<file path="src/rtl/fp32_to_fp16_conv.sv">
// fp32 -> fp16 narrowing converter.
// Two register stages with a valid/ready handshake, round-to-nearest-even,
// and IEEE exception flags. Status flags are sticky across output transfers.
module fp32_to_fp16_conv (
  input  logic        clk,
  input  logic        rst,
  input  logic        in_valid,
  output logic        in_ready,
  input  logic [31:0] fp32,
  output logic        out_valid,
  input  logic        out_ready,
  output logic [15:0] fp16,
  output logic [3:0]  out_flags,
  input  logic        status_clr,
  output logic [3:0]  status_flags
);

  // Operand class carried from stage 1 to stage 2
  localparam logic [1:0] K_FINAL = 2'd0;  // result fully decided in stage 1
  localparam logic [1:0] K_NORM  = 2'd1;  // normal fp16 result, needs rounding
  localparam logic [1:0] K_SUB   = 2'd2;  // subnormal fp16 result, needs rounding

  // Flag bit positions: {invalid, overflow, underflow, inexact}
  localparam logic [3:0] F_OVF_INX = 4'b0101;
  localparam logic [3:0] F_UNF_INX = 4'b0011;

  // RNE rounding and final packing; returns {fp16, flags}
  function automatic logic [19:0] round_pack(
    input logic [1:0]  kind,
    input logic        sign,
    input logic [14:0] pack,
    input logic [3:0]  pflags,
    input logic [4:0]  exp5,
    input logic [9:0]  mant,
    input logic        g,
    input logic        st
  );
    logic        up;
    logic        inx;
    logic [10:0] sum;
    logic [19:0] res;
    up  = g & (st | mant[0]);
    inx = g | st;
    sum = {1'b0, mant} + {10'b0, up};
    res = {sign, pack, pflags};
    if (kind == K_NORM) begin
      if (sum[10]) begin
        if (exp5 == 5'd30) res = {sign, 15'h7C00, F_OVF_INX};
        else               res = {sign, exp5 + 5'd1, 10'b0, 3'b000, inx};
      end else begin
        res = {sign, exp5, sum[9:0], 3'b000, inx};
      end
    end else if (kind == K_SUB) begin
      // A carry into bit 10 lands exactly on the min-normal encoding 0x0400
      res = {sign, 4'b0, sum, 2'b00, inx, inx};
    end
    return res;
  endfunction

  logic        en1;
  logic        en2;

  logic        vld_p1_q;
  logic [1:0]  kind_p1_q;
  logic        sign_p1_q;
  logic [14:0] pack_p1_q;
  logic [3:0]  pflags_p1_q;
  logic [4:0]  exp_p1_q;
  logic [9:0]  mant_p1_q;
  logic        guard_p1_q;
  logic        sticky_p1_q;

  logic [1:0]  kind_d;
  logic [14:0] pack_d;
  logic [3:0]  pflags_d;
  logic [4:0]  exp_d;
  logic [33:0] aligned;
  logic [3:0]  sh_sub;

  logic        out_valid_q;
  logic [15:0] fp16_q;
  logic [3:0]  flags_q;
  logic [3:0]  status_q;
  logic [19:0] rounded;

  assign en2      = !out_valid_q | out_ready;
  assign en1      = !vld_p1_q | en2;
  assign in_ready = en1;

  // Decode, classify and align the mantissa for stage 1
  always_comb begin
    kind_d   = K_FINAL;
    pack_d   = 15'b0;
    pflags_d = 4'b0;
    exp_d    = 5'(fp32[30:23] - 8'd112);
    sh_sub   = 4'(8'd112 - fp32[30:23]);
    // Normal: mant/guard/sticky sit at [33:24]/[23]/[22:0] with no shift.
    aligned  = {fp32[22:0], 11'b0};
    if (fp32[30:23] == 8'd255) begin
      if (fp32[22:0] != 23'b0) begin
        pack_d   = {5'h1F, 1'b1, fp32[21:13]};
        pflags_d = {~fp32[22], 3'b000};
      end else begin
        pack_d   = 15'h7C00;
      end
    end else if (fp32[30:23] == 8'd0) begin
      if (fp32[22:0] != 23'b0) pflags_d = F_UNF_INX;
    end else if (fp32[30:23] > 8'd142) begin
      pack_d   = 15'h7C00;
      pflags_d = F_OVF_INX;
    end else if (fp32[30:23] >= 8'd113) begin
      kind_d   = K_NORM;
    end else if (fp32[30:23] >= 8'd102) begin
      kind_d   = K_SUB;
      // Hidden bit starts at bit 33; a shift of at most 10 only drops the
      // zero padding, so guard/sticky stay exact.
      aligned  = {1'b1, fp32[22:0], 10'b0} >> sh_sub;
    end else begin
      pflags_d = F_UNF_INX;
    end
  end

  // ---- stage 1: decoded operand ----
  // Stage-1 valid advances whenever stage 1 may be overwritten
  always_ff @(posedge clk) begin
    if (rst)      vld_p1_q <= 1'b0;
    else if (en1) vld_p1_q <= in_valid;
  end

  // Stage-1 datapath captures an accepted operand
  always_ff @(posedge clk) begin
    if (en1 && in_valid) begin
      kind_p1_q   <= kind_d;
      sign_p1_q   <= fp32[31];
      pack_p1_q   <= pack_d;
      pflags_p1_q <= pflags_d;
      exp_p1_q    <= exp_d;
      mant_p1_q   <= aligned[33:24];
      guard_p1_q  <= aligned[23];
      sticky_p1_q <= |aligned[22:0];
    end
  end

  assign rounded = round_pack(kind_p1_q, sign_p1_q, pack_p1_q, pflags_p1_q,
                              exp_p1_q, mant_p1_q, guard_p1_q, sticky_p1_q);

  // ---- stage 2: rounded, packed result ----
  // Output register loads only when empty or being drained
  always_ff @(posedge clk) begin
    if (rst) begin
      out_valid_q <= 1'b0;
      fp16_q      <= 16'b0;
      flags_q     <= 4'b0;
    end else if (en2) begin
      out_valid_q <= vld_p1_q;
      if (vld_p1_q) {fp16_q, flags_q} <= rounded;
    end
  end

  // Sticky status accumulates flags of completed transfers
  always_ff @(posedge clk) begin
    if (rst)                          status_q <= 4'b0;
    else if (out_valid_q && out_ready) status_q <= status_clr ? flags_q : (status_q | flags_q);
    else if (status_clr)              status_q <= 4'b0;
  end

  assign out_valid    = out_valid_q;
  assign fp16         = fp16_q;
  assign out_flags    = flags_q;
  assign status_flags = status_q;

endmodule

</file>
<file path="config.mk">
export PLATFORM = sky130hd
export DESIGN_NAME = fp32_to_fp16_conv
export DESIGN_NICKNAME = d
export VERILOG_FILES = /design/src/rtl/fp32_to_fp16_conv.sv
export SDC_FILE = /design/constraint.sdc
export NUM_CORES = 1
export LEC_CHECK = 0
export ABC_CLOCK_PERIOD_IN_PS = 4200
export BUFFER_PORTS_ARGS = -buffer_cell sky130_fd_sc_hd__buf_4
export CAP_MARGIN = 20
export CELL_PAD_IN_SITES_DETAIL_PLACEMENT = 1
export CELL_PAD_IN_SITES_GLOBAL_PLACEMENT = 1
export CORE_MARGIN = 2
export CORE_UTILIZATION = 43
export CTS_CLUSTER_SIZE = 16
export DETAILED_ROUTE_END_ITERATION = 12
export PLACE_DENSITY_LB_ADDON = 0.1
export REMOVE_ABC_BUFFERS = 1
export SLEW_MARGIN = 10
export SYNTH_ARGS = -nofsm -noshare
export SYNTH_HDL_FRONTEND = slang
export SYNTH_SLANG_ARGS = --single-unit
</file>
<file path="constraint.sdc">
create_clock -name clk -period 4.2 [get_ports clk]
set_clock_uncertainty 0.1 [all_clocks]
set_input_delay 0.84 -clock clk [delete_from_list [all_inputs] [get_ports clk]]
set_output_delay 0.84 -clock clk [all_outputs]
set_load 0.01 [all_outputs]
</file>
Yosys cells after proc, flatten, opt, wreduce, memory -nomap -nowiden
Index checks and enable logic that the tools add are counted.

storage, ports and cells
  bits in registers = 65
  bits of input ports = 37
  output and inout bits = 26
  logic and storage cells = 69

operators by class
  $add $sub $neg = 4
  magnitude comparators = 3
  equality and inequality tests = 4
  shifts and indexed selects = 1
  mux-type cells = 25
  bitwise logic cells = 7
  reduce and logical (&&, ||, !) cells = 11

operator list
  kind                   number
  $mux W34               5
  $mux W19               4
  $mux W15               3
  $shr A34 B4 Y34        1
  $mux W4                6
  $reduce_bool A23 Y1    1
  $reduce_or A23 Y1      1
  $ge A8 B7 Y1 const B   2
  $add A10 B1 Y11        1
  $mux W10               1
  $eq A8 B8 Y1 const B   1
  $gt A8 B8 Y1 const B   1
  $logic_not A8 Y1       1
  $mux W2                4
  $add A5 B1 Y5 const B  1
  $eq A5 B5 Y1 const B   1
  $sub A5 B5 Y5 const B  1
  $or A1 B1 Y1           4
  $or A4 B4 Y4           1
  $reduce_or A4 Y1       1
  $sub A1 B4 Y4 const A  1
  $mux W3                1
  $reduce_or A3 Y1       1
  $eq A2 B1 Y1 const B   1
  other kinds (8)        10

Longest topological paths before layout
  depth after elaboration = 8
  gate-level depth with buffers = 12

Worst setup path after synthesis
No wires, ideal clock.

  kind = input to register
  from = input port fp32[23]
  to = register sticky_p1_q (data pin)
  library setup time = 0.264 ns
  arrival time = 3.158 ns
  required time = 3.836 ns
  setup slack = 0.678 ns
  stages = 11
  path buffers = 3
  cells stage by stage = buf_2 -> clkinv_1 -> ha_1 -> ha_1 -> clkbuf_1 -> buf_1 -> o21ai_0 -> o311ai_0 -> o2111ai_1 -> o211ai_1 -> a31oi_1

on the way
  cells in the longest elaborated chain, start to end = 8
  elaborated cells on any way between the ends = 13

ends and longest elaborated chain
  item                    line  source
  start: declaration      9     input logic [31:0] fp32,
  $sub A1 B4 Y4           96    sh_sub = 4'(8'd112 - fp32[30:23]);
  $shr A34 B4 Y34         117   aligned = {1'b1, fp32[22:0], 10'b0} >> sh_sub;
  $mux W34                113   end else if (fp32[30:23] >= 8'd102) begin
  $mux W34                111   end else if (fp32[30:23] >= 8'd113) begin
  $mux W34                108   end else if (fp32[30:23] > 8'd142) begin
  $mux W34                106   end else if (fp32[30:23] == 8'd0) begin
  $mux W34 (*)            99    if (fp32[30:23] == 8'd255) begin
  $reduce_or A23 Y1 (*)   140   sticky_p1_q <= |aligned[22:0];
  end signal: assignment  140
  end: declaration        71    logic sticky_p1_q;

Every way passes the cells marked *; elsewhere a longest branch is shown, timed or not.
A chain may end at the register's enable or synchronous reset.

Final worst setup path
  from = input port fp32[24]
  to = register sticky_p1_q (data pin)

Same word-level chain as after synthesis.

==> results.md <==
| Parameter | Reported |
|---|---|
| Number of buffers on the longest clock path | 2 |
| Number of global-route vias before repair | 3623 |
| Port bufs | 62 |
| Count of endpoints failing hold in the final timing report | 0 |
| CP required | 4.17 ns |
| Synthesized flop and latch total | 61 |
| Top library cells by usage in the layout, fill and taps aside | buf_4, nor2_1, nand2_1 |
| Proportion of synthesized chip area in sequential cells | 0.408 |
| Most used flip-flop cell after synthesis | edfxtp_1 |
| Number of I/O pins | 63 |
| Overall power of the completed layout | 1.47 mW |
| Timing-limited maximum frequency | 315 MHz |
| Critical path capture point type | register |
| Initial antenna violation count | 0 |
| Setup slack of the most critical reg-to-reg path | 1.81 ns |
| Post-Synthesis Mean Instance Area | 9.06 um^2 |
| Number of fillers in the final layout | 1043 |
| Die H | 98.6 um |
| Core Box Area | 8720 um^2 |
| Number of sinks driven by the clock tree | 61 |
| Status | complete, no violations |
| Overall via count from detail_route | 3446 |
| Signal arrival time at the worst endpoint | 3.15 ns |
| Critical Path Slowest Stage Cell | or3b_2 |
| Share of the cycle needed by the critical path after routing | 0.757 |
| Effective utilization at floorplan | 0.442 |
| Global placer's final weighted congestion | 0.890 |
| Average via count per standard cell | 5.81 |
| Cell count after synthesis | 425 |
| Post-synthesis cell type count | 60 |
| Maximum cell stage delay along the critical path | 0.48 ns |
| Routed wire length | 10300 um |
| Count of instances resized after the clock tree is built | 0 |
| Critical path, cell by cell | buf_4 -> inv_1 -> ha_1 -> buf_4 -> or3b_2 -> a211o_1 -> o32ai_1 -> nand4b_1 -> o22ai_1 -> a31oi_1 |
| Number of flops mapped to enable cells by yosys | 35 |
| Final global-route overflow total | 0 |
| Cell leakage power | 1.75 nW |
| Clk pin slew, worst setup/hold paths | 0.06 ns |
| P per Cell Area | 322 nW/um^2 |
| Max-cap violations | 0 |
| Detailed Routing Iterations Pass 1 | 4 |
| Netlist Area Pre-Place | 3850 um^2 |
| Largest net degree at the start of global routing | 36 |
| TritonCTS Buffers | 9 |
| Tot GR Track Use | 0.222 |
| Buffer type at the clock tree root | clkbuf_8 |
| Max transition margin | 0.579 |
| Crit Path Category | primary input to register |
| Minimum clock period | 3.18 ns |
| Growth of design area from synthesis to finish | 18.7% |
| Post-CTS Setup Inserts | 0 |
| Clock insertion delay at the later pin of the skew report | 0.34 ns |
| Clock tree from TritonCTS | done |
| Most frequent standard cell in the layout excluding fill and tap cells | buf_4 |
| Number of standard cells in the layout, taps in and fillers out | 593 |
| Share of layout cells above drive strength 1 | 0.208 |
| N_diodes | 0 |
| Total instance count after detailed placement | 577 |
| Wire per inst | 17.4 um |
| Syn. warnings | 0 |
| DRC violation total after the first TritonRoute iteration | 159 |
| Actual slew at the worst max-slew pin | 0.632 ns |
| Area contributors post-synth | edfxtp_1, dfxtp_1, nor2_1, nand2_1, a21oi_1 |
| Sum of negative setup slack | 0 ns |
| Row count | 34 |
| Peak VDD IR | 0.127 mV |
| Post-placement worst setup slack | 0.672 ns |
| Detailed-placement wirelength estimate | 8050 um |
| Total of hold buffers inserted after clock tree synthesis | 0 |
| Most area-hungry cell type in the Yosys netlist | edfxtp_1 |
| Setup slack of the critical path after layout | 1.02 ns |
| Unrepaired setup endpoints after global routing | false |
| Number of pins with negative max-slew slack in the final report | 0 |
| H-tree Lvls | 3 |
| Wire length of the first global-routing pass | 17400 um |
| Number of nets in the final layout | 527 |
| Die Footprint | 9730 um^2 |
| Startpoint Class | primary input |
| Total setup violations reported at the end of the flow | 0 |
| Top fanout value on the critical path | 21 |
| Classification of the worst-slack hold path | register to register |
| Area share of the largest cell type after synthesis | 0.273 |
| Die extent in x | 98.6 um |
| Most repeated library cell on the critical path | buf_4 |
| Post-synthesis async set-or-reset flop share | 0 |
| Antenna-violating nets left | 0 |
| DRC violations left | 0 |
## flip-flops by register name, indices dropped and copies added (netlist names), 2 cells and up
register	flops
out_flags	4
pflags_p1_q	4
status_flags	4
pack_p1_q	11
fp16	16
kind_p1_q	2
exp_p1_q	5
mant_p1_q	10
## cell families (layout without fill, tap and decap cells)
family | after synthesis | in the layout | synth area share
AO/OA/AOI/OAI | 109 | 109 | 0.187
AND/OR/NAND/NOR | 172 | 172 | 0.222
flip-flops | 61 | 61 | 0.408
XOR/XNOR | 12 | 12 | 0.0292
buffers and inverters | 39 | 99 | 0.0445
adder cells (fa/ha/maj) | 10 | 10 | 0.0325
multiplexers | 22 | 22 | 0.0764
## metrics by stage
stage	hold slack (ns)	util	area [um^2]
after floorplan	0.371	-	3730
after global placement	0.347	0.503	4390
after detailed placement	0.355	0.503	4390
after CTS	0.363	0.524	4570
after global routing	0.393	0.524	4570
final	0.360	0.524	4570
## layout make-up
cell class / instances / area, um^2 / area share
multi-input combinational: 325 / 2110 / 0.461
clock inverter: 5 / 51.3 / 0.0112
inverter: 13 / 48.8 / 0.0107
sequential: 61 / 1570 / 0.344
tap: 108 / 135 / 0.0296
clock buffer: 11 / 131 / 0.0287
timing repair buffer: 70 / 526 / 0.115
## critical path, delay by kind of cell
kind | cells | cell delay, ns
buf+inv | 3 | 0.53
simple gates | 2 | 0.61
compound gates | 4 | 0.72
fa+ha+maj | 1 | 0.45
## final timing paths
check / from / endpoint / depth (start not counted)
max: fp32[24] / sticky_p1_q / 10
min: fp16[15] / fp16[15] / 2
max reg2reg: sticky_p1_q / fp16[3] / 8
min reg2reg: fp16[15] / fp16[15] / 2
## routing by layer
| metal | GRT usage | vias to the layer above | part of all wire |
|---|---|---|---|
| li1 | - | 1702 | - |
| met1 | 0.253 | 1637 | 0.42 |
| met2 | 0.408 | 87 | 0.51 |
| met3 | 0.0291 | 20 | 0.039 |
| met4 | 0.107 | 0 | 0.031 |
| met5 | 0 | - | 0 |
## synth_stat cells (7+ instances only)
cell,count
nor2_1,48
nand2_1,43
edfxtp_1,35
a21oi_1,26
dfxtp_1,26
o21ai_0,23
clkbuf_1,15
nor3_1,15
a211oi_1,13
inv_1,11
mux2i_1,11
nand3_1,11
ha_1,10
nor2b_1,10
and2_1,9
buf_2,8
a32oi_1,7
nand4_1,7
o211ai_1,7
## where the power goes
group	leakage (nW)	switching, mW	internal (mW)
logic	1.10	0.170	0.130
registers	0.557	0.0274	0.668
clock network	0.0907	0.208	0.270
Note: power is estimated with default switching activity, not from simulation.
